File: src/rtl/axi_slave_bresp_sender_pkg.sv
// AXI write-response encodings and the {bid, bresp} FIFO word layout shared by the
// B-channel sender and its testbench.
package axi_slave_bresp_sender_pkg;

    typedef enum logic [1:0] {
        RESP_OKAY   = 2'b00,
        RESP_EXOKAY = 2'b01,
        RESP_SLVERR = 2'b10,
        RESP_DECERR = 2'b11
    } bresp_e;

    // FIFO word = {bid, bresp}: bresp sits in the low two bits.
    localparam int BRESP_LSB = 0;
    localparam int BRESP_W   = 2;
    localparam int BID_LSB   = BRESP_LSB + BRESP_W;

    // SLVERR and DECERR both have the MSB set.
    function automatic logic resp_is_err(input logic [1:0] resp);
        return resp[1];
    endfunction

endpackage

File: src/rtl/axi_slave_bresp_sender_if.sv
// Write-back FIFO read port plus AXI B channel. The sender uses the master view;
// the FIFO and interconnect side use the slave view.
interface axi_slave_bresp_sender_if #(
    parameter int ID_WIDTH = 9
);
    localparam int FIFO_WIDTH = ID_WIDTH + 2;

    logic [FIFO_WIDTH-1:0] fifo_rd_data;
    logic                  fifo_rd_empty;
    logic                  fifo_rd_en;

    logic [ID_WIDTH-1:0]   bid;
    logic [1:0]            bresp;
    logic                  bvalid;
    logic                  bready;

    modport master (
        input  fifo_rd_data,
        input  fifo_rd_empty,
        input  bready,
        output fifo_rd_en,
        output bid,
        output bresp,
        output bvalid
    );

    modport slave (
        output fifo_rd_data,
        output fifo_rd_empty,
        output bready,
        input  fifo_rd_en,
        input  bid,
        input  bresp,
        input  bvalid
    );

endinterface

File: src/rtl/axi_slave_bresp_sender_skid.sv
// Two-entry output/skid register pair: in_dat lands in O (or S if O is held); 0-cycle
// pass to O when free. Holds out_vld/out_dat steady while out_rdy is low; S refills O on handshake.
module axi_slave_bresp_sender_skid #(
    parameter int WIDTH = 11
) (
    input  logic             clk,
    input  logic             rstn,
    input  logic             in_vld,
    input  logic [WIDTH-1:0] in_dat,
    output logic             out_vld,
    output logic [WIDTH-1:0] out_dat,
    input  logic             out_rdy,
    output logic [1:0]       fill
);

    logic             o_vld;
    logic [WIDTH-1:0] o_dat;
    logic             s_vld;
    logic [WIDTH-1:0] s_dat;
    logic             hs;

    assign hs      = o_vld & out_rdy;
    assign out_vld = o_vld;
    assign out_dat = o_dat;
    assign fill    = {1'b0, o_vld} + {1'b0, s_vld};

    // S is only ever valid while O is valid, so the middle branch always sees S empty.
    always_ff @(posedge clk or negedge rstn) begin
        if (!rstn) begin
            o_vld <= 1'b0;
            o_dat <= '0;
            s_vld <= 1'b0;
            s_dat <= '0;
        end else if (hs && s_vld) begin
            o_dat <= s_dat;
            s_vld <= in_vld;
            if (in_vld) begin
                s_dat <= in_dat;
            end
        end else if (!o_vld || hs) begin
            o_vld <= in_vld;
            if (in_vld) begin
                o_dat <= in_dat;
            end
        end else if (in_vld) begin
            s_vld <= 1'b1;
            s_dat <= in_dat;
        end
    end

endmodule

File: src/rtl/axi_slave_bresp_sender.sv
// Pops {bid, bresp} words from the write-back FIFO onto the AXI B channel; bvalid 2 cycles
// after the FIFO goes non-empty, one response per cycle. bready low: stops popping once O and S hold 2 words.
module axi_slave_bresp_sender
    import axi_slave_bresp_sender_pkg::*;
#(
    parameter int ID_WIDTH   = 9,
    parameter int FIFO_WIDTH = ID_WIDTH + 2,
    parameter int CNT_WIDTH  = 16
) (
    input  logic                  clk,
    input  logic                  rstn,
    axi_slave_bresp_sender_if.master bus,
    output logic [CNT_WIDTH-1:0]  resp_cnt,
    output logic [CNT_WIDTH-1:0]  err_cnt
);

    logic                  inflight;
    logic [1:0]            fill;
    logic                  out_vld;
    logic [FIFO_WIDTH-1:0] out_dat;
    logic                  hs;
    logic [2:0]            occ;
    logic                  pop;

    assign hs  = out_vld & bus.bready;
    assign occ = {1'b0, fill} + {2'b00, inflight};

    // Room is judged after this cycle's handshake so streaming never leaves a bubble.
    // rstn gating keeps the pop request low throughout reset.
    assign pop = rstn & ~bus.fifo_rd_empty & ((occ - {2'b00, hs}) < 3'd2);

    always_ff @(posedge clk or negedge rstn) begin
        if (!rstn) begin
            inflight <= 1'b0;
        end else begin
            inflight <= pop;
        end
    end

    axi_slave_bresp_sender_skid #(
        .WIDTH (FIFO_WIDTH)
    ) u_skid (
        .clk     (clk),
        .rstn    (rstn),
        .in_vld  (inflight),
        .in_dat  (bus.fifo_rd_data),
        .out_vld (out_vld),
        .out_dat (out_dat),
        .out_rdy (bus.bready),
        .fill    (fill)
    );

    assign bus.fifo_rd_en = pop;
    assign bus.bvalid     = out_vld;
    assign bus.bid        = out_dat[BID_LSB +: ID_WIDTH];
    assign bus.bresp      = out_dat[BRESP_LSB +: BRESP_W];

    always_ff @(posedge clk or negedge rstn) begin
        if (!rstn) begin
            resp_cnt <= '0;
            err_cnt  <= '0;
        end else if (hs) begin
            resp_cnt <= resp_cnt + CNT_WIDTH'(1);
            if (resp_is_err(out_dat[BRESP_LSB +: BRESP_W])) begin
                err_cnt <= err_cnt + CNT_WIDTH'(1);
            end
        end
    end

    a_occ_bound: assert property (@(posedge clk) disable iff (!rstn) occ <= 3'd2);
    a_b_stable:  assert property (@(posedge clk) disable iff (!rstn)
                                  (out_vld && !bus.bready) |=> (out_vld && $stable(out_dat)));

endmodule

File: src/flat_wrapper.sv
// flat-port wrapper written by rule: the top's interface ports become plain ports
module axi_slave_bresp_sender_flat import axi_slave_bresp_sender_pkg::*;
#(
    parameter int ID_WIDTH   = 9,
    parameter int FIFO_WIDTH = ID_WIDTH + 2,
    parameter int CNT_WIDTH  = 16
)
  (clk, rstn, resp_cnt, err_cnt, bus_fifo_rd_data, bus_fifo_rd_empty, bus_bready, bus_fifo_rd_en, bus_bid, bus_bresp, bus_bvalid);
  axi_slave_bresp_sender_if #(.ID_WIDTH(ID_WIDTH)) bus_i ();
  input  logic clk;
  input  logic rstn;
  output logic [CNT_WIDTH-1:0] resp_cnt;
  output logic [CNT_WIDTH-1:0] err_cnt;
  input wire logic [$bits(bus_i.fifo_rd_data)-1:0] bus_fifo_rd_data;
  input wire logic [$bits(bus_i.fifo_rd_empty)-1:0] bus_fifo_rd_empty;
  input wire logic [$bits(bus_i.bready)-1:0] bus_bready;
  output wire logic [$bits(bus_i.fifo_rd_en)-1:0] bus_fifo_rd_en;
  output wire logic [$bits(bus_i.bid)-1:0] bus_bid;
  output wire logic [$bits(bus_i.bresp)-1:0] bus_bresp;
  output wire logic [$bits(bus_i.bvalid)-1:0] bus_bvalid;
  assign bus_i.fifo_rd_data = bus_fifo_rd_data;
  assign bus_i.fifo_rd_empty = bus_fifo_rd_empty;
  assign bus_i.bready = bus_bready;
  assign bus_fifo_rd_en = bus_i.fifo_rd_en;
  assign bus_bid = bus_i.bid;
  assign bus_bresp = bus_i.bresp;
  assign bus_bvalid = bus_i.bvalid;
  axi_slave_bresp_sender #(.ID_WIDTH(ID_WIDTH), .FIFO_WIDTH(FIFO_WIDTH), .CNT_WIDTH(CNT_WIDTH)) u_core (.clk(clk), .rstn(rstn), .bus(bus_i), .resp_cnt(resp_cnt), .err_cnt(err_cnt));
endmodule
File: config.mk
export PLATFORM = sky130hd
export DESIGN_NAME = axi_slave_bresp_sender_flat
export DESIGN_NICKNAME = d
export VERILOG_FILES = /design/src/rtl/axi_slave_bresp_sender_pkg.sv /design/src/rtl/axi_slave_bresp_sender_if.sv /design/src/rtl/axi_slave_bresp_sender_skid.sv /design/src/rtl/axi_slave_bresp_sender.sv /design/src/flat_wrapper.sv
export SDC_FILE = /design/constraint.sdc
export NUM_CORES = 1
export LEC_CHECK = 0
export ABC_CLOCK_PERIOD_IN_PS = 2250
export CAP_MARGIN = 30
export CORE_ASPECT_RATIO = 1.1
export CORE_MARGIN = 3
export CORE_UTILIZATION = 51
export CTS_BUF_LIST = sky130_fd_sc_hd__clkbuf_8
export DETAILED_ROUTE_END_ITERATION = 8
export HOLD_SLACK_MARGIN = 0.06
export PLACE_DENSITY = 0.91
export RECOVER_POWER = 100
export REMOVE_ABC_BUFFERS = 1
export SETUP_SLACK_MARGIN = 0.4
export SLEW_MARGIN = 15
export SYNTH_ARGS = -nofsm -noshare
export SYNTH_HDL_FRONTEND = slang
export SYNTH_SLANG_ARGS = --single-unit
File: constraint.sdc
create_clock -name clk -period 2.25 [get_ports clk]
set_input_delay 0.3375 -clock clk [delete_from_list [all_inputs] [get_ports clk]]
set_output_delay 0.3375 -clock clk [all_outputs]
set_load 0.02 [all_outputs]
==> results.ini <==
[final_layout]
antennaDiodeCount=0
drive_above_1_share_pct=18.0
final_nets=309
syn2layout_area_growth_pct=39.2

[global_routing]
antenna_found_initial=0
grt_pass1_wl_microns=9050
grt_pass1_vias=1891
grt.overflow.total=0
grt_max_degree=58
grt_usage_pct=20.6

[power_and_ir_drop]
p_seq_share_pct=39.6
clockPowerShare_pct=23.6
switching_power_w=0.00133
swShare_pct=34.3
comb_power_share_pct=36.8
power_density_nw_per_um2=1110
leakagePower_nw=1.59
p_int_w=0.00255
peakVddDrop_v=0.000805

[worst_setup_path]
critPathArrivalTime_ns=2.09
crit_path_cell_trace=and2_4, ha_4, inv_2, ha_4, a21oi_4, xnor2_2, nor3b_2, buf_4
worstPathRequired_ns=1.91
critPathKind=reg2out
slowest_delay_ns=0.39
cp_slowest_cell=dfrtp_1
endpoint_kind=output pin
critPathMaxFanout=2
cp_common_cell=ha_4
start_kind=register

[clock_network]
path_clk_slew_ns=0.07
clock_sinks=57
numCtsBuffers=9
insertion_delay_ns=0.33
clock_path_buffers=2
htreeDepth=3
cts_tree=yes
cts-root-buf=clkbuf_8

[synth]
synth_compound_area_share_pct=3.19
synth-xor-area-share_pct=10.8
syn_avg_cell_area_sq_um=11.8
synth_top_family_by_area=simple AND/OR/NAND/NOR gates
ys_ff_latch=57
netlist_top_cells_area=dfrtp_1 (57%), xnor2_1 (7.7%), mux2_2 (5.4%), mux2i_1 (4.4%), nand2_1 (3.9%)
synthAdderAreaFrac_pct=2.49
syn-cell-area_sq_um=2510
synth_area_leader_cell=dfrtp_1
ys_types=24
synthSimpleGateAreaFrac_pct=15.1
synth_seq_area_share_pct=56.9
muxShareOfSynthArea_pct=9.78
ys_warn_count=0
synth_top_area_share_pct=56.9
syn_inst=212

[timing]
finalHoldViolCount=0
setup-tns-final_ns=-0.181
fmaxAchievable_mhz=411
fin_ws_ns=-0.181
setup_violations=1
slew_viol_final=0
min_period_ns=2.43
tightestPinTransition_ns=1.40
fin_skew_ns=0.0141
period_share_pct=108
slew_headroom_pct=6.63
grt_setup_unrepaired=true

[die]
io-pin-count=60
die_area_sq_um=5800
start_util_pct=53.6
core_area_sq_um=4680
die_width_microns=72.9
num_rows=26
fp.dieH_microns=79.6

[routing]
vias=1832
viasPerCell=5.23
post_drt_wl_per_cell_microns=16.1
postRouteWirelength_microns=5620
antenna_left=0
drtIter0Drc=64
drc=0
dr.pass1.iters=4

[place]
pre_cts_slack_ns=-0.725
gp_congestion=0.763
hpwl_microns=3570
port-buffer-count=59

[outcome]
status=finished, violations left
violations=negative setup slack

[flow_run]
maxCapViolCount=0

[min_path]
hold_class=in2async

[power by group through the flow]
| stage | logic (W) | clock network [W] | registers [W] |
|---|---|---|---|
| 2_1_floorplan | 0.000464 | 0 | 0.00171 |
| 3_3_place_gp | 0.00122 | 0 | 0.00152 |
| 3_5_place_dp | 0.00126 | 0 | 0.00153 |
| 4_1_cts | 0.00134 | 0.000926 | 0.00153 |
| 5_1_grt | 0.00154 | 0.000976 | 0.00157 |
| 6_report | 0.00143 | 0.000915 | 0.00154 |
[final cells by class]
class                           count  area, sq um
Sequential cell                    57         1430
Fill cell                         323         1190
Multi-Input combinational cell    144         1090
Timing Repair Buffer               72          698
Clock buffer                       10          138
Tap cell                           56         70.1
Clock inverter                      6         51.3
Inverter                            5         18.8
[worst paths after layout]
| check | depth (start not counted) | endpoint | slack, ns | start |
|---|---|---|---|---|
| max in group asynchronous | 2 | u_core.resp_cnt[2] | 0.91 | rstn |
| max | 8 | bus_fifo_rd_en | -0.18 | u_core.u_skid.out_vld |
| min | 2 | u_core.u_skid.out_vld | 0.48 | rstn |
| min reg2reg | 1 | u_core.resp_cnt[15] | 0.48 | u_core.resp_cnt[15] |
| min in group clk | 1 | u_core.resp_cnt[15] | 0.48 | u_core.resp_cnt[15] |
| max reg2reg | 10 | u_core.inflight | 0.29 | u_core.u_skid.out_vld |
[state kept, by name, indices dropped and copies added, names as in the netlist]
name	count
u_core.u_skid.s_vld	1
u_core.u_skid.out_vld	1
u_core.inflight	1
u_core.err_cnt	16
u_core.u_skid.out_dat	11
u_core.resp_cnt	16
u_core.u_skid.s_dat	11
[cell families after synthesis]
group	after synthesis
AO/OA/AOI/OAI	16
XOR/XNOR	31
adder cells (fa/ha/maj)	5
buffers and inverters	11
flip-flops	57
multiplexers	23
AND/OR/NAND/NOR	69
[cells in the mapped netlist (all sizes together)]
cell type and count:
ha 5, nand3 12, nor4 3, and3 6
mux2i 11, nor3b 1, nand2b 2, dfrtp 57
buf 3, mux2 12, nor2 8, inv 5
o21ai 14, clkbuf 3, xor2 9, xnor2 22
or2 2, and2 3, nand4 6, nand2 26
a21oi 2
[layout by cell type (no fill, tap or decap), types with 2 or more instances in the layout]
cell and instances:
nand2_1 26, nand3_2 2, o21ai_0 14, clkdlybuf4s50_1 55
ha_1 3, clkinv_2 2, nand4_1 6, nand3_1 10
nor2_1 8, mux2i_1 11, xor2_1 9, mux2_2 12
buf_4 10, nand2b_1 2, or2_2 2, and2_1 2
buf_6 2, and3_1 6, inv_1 7, xnor2_1 21
dfrtp_1 57, nor4_4 2, ha_4 2, clkbuf_8 10
[through the flow]
| step | utilization (%) | instances | cell area, sq um | total power (W) | hold WS [ns] |
|---|---|---|---|---|---|
| floorplan | - | 206 | 2480 | 0.00217 | 0.0419 |
| global placement | 68.7 | 330 | 3220 | 0.00274 | 0.461 |
| detailed placement | 68.7 | 330 | 3220 | 0.00279 | 0.466 |
| CTS | 74.0 | 349 | 3470 | 0.00380 | 0.180 |
| global route | 74.5 | 350 | 3490 | 0.00409 | 0.505 |
| finish | 74.5 | 350 | 3490 | 0.00389 | 0.476 |
[layer usage]
metal | track usage (%) | up-vias | routed length [microns]
li1 | - | 872 | -
met3 | 5.79 | 9 | 309
met4 | 10.5 | 0 | 77
met5 | 0 | - | 0
met2 | 33.1 | 64 | 2910
met1 | 25.2 | 887 | 2330
[critical path, delay by kind of cell, from the launching register on]
kind	cells	cell delay, ns
xor+xnor	1	0.15
fa+ha+maj	2	0.52
buf+inv	2	0.23
simple gates	2	0.41
flops	1	0.39
compound gates	1	0.05
[repair_timing]
item / 4_1_cts / 5_1_grt
pin swaps: 6 / 4
setup buffers: 3 / 1
gates resized for setup: 14 / 4
endpoints found under the setup margin: 1 / 3
hold buffers: 0 / 0
Power figures use the tool's default switching activity.
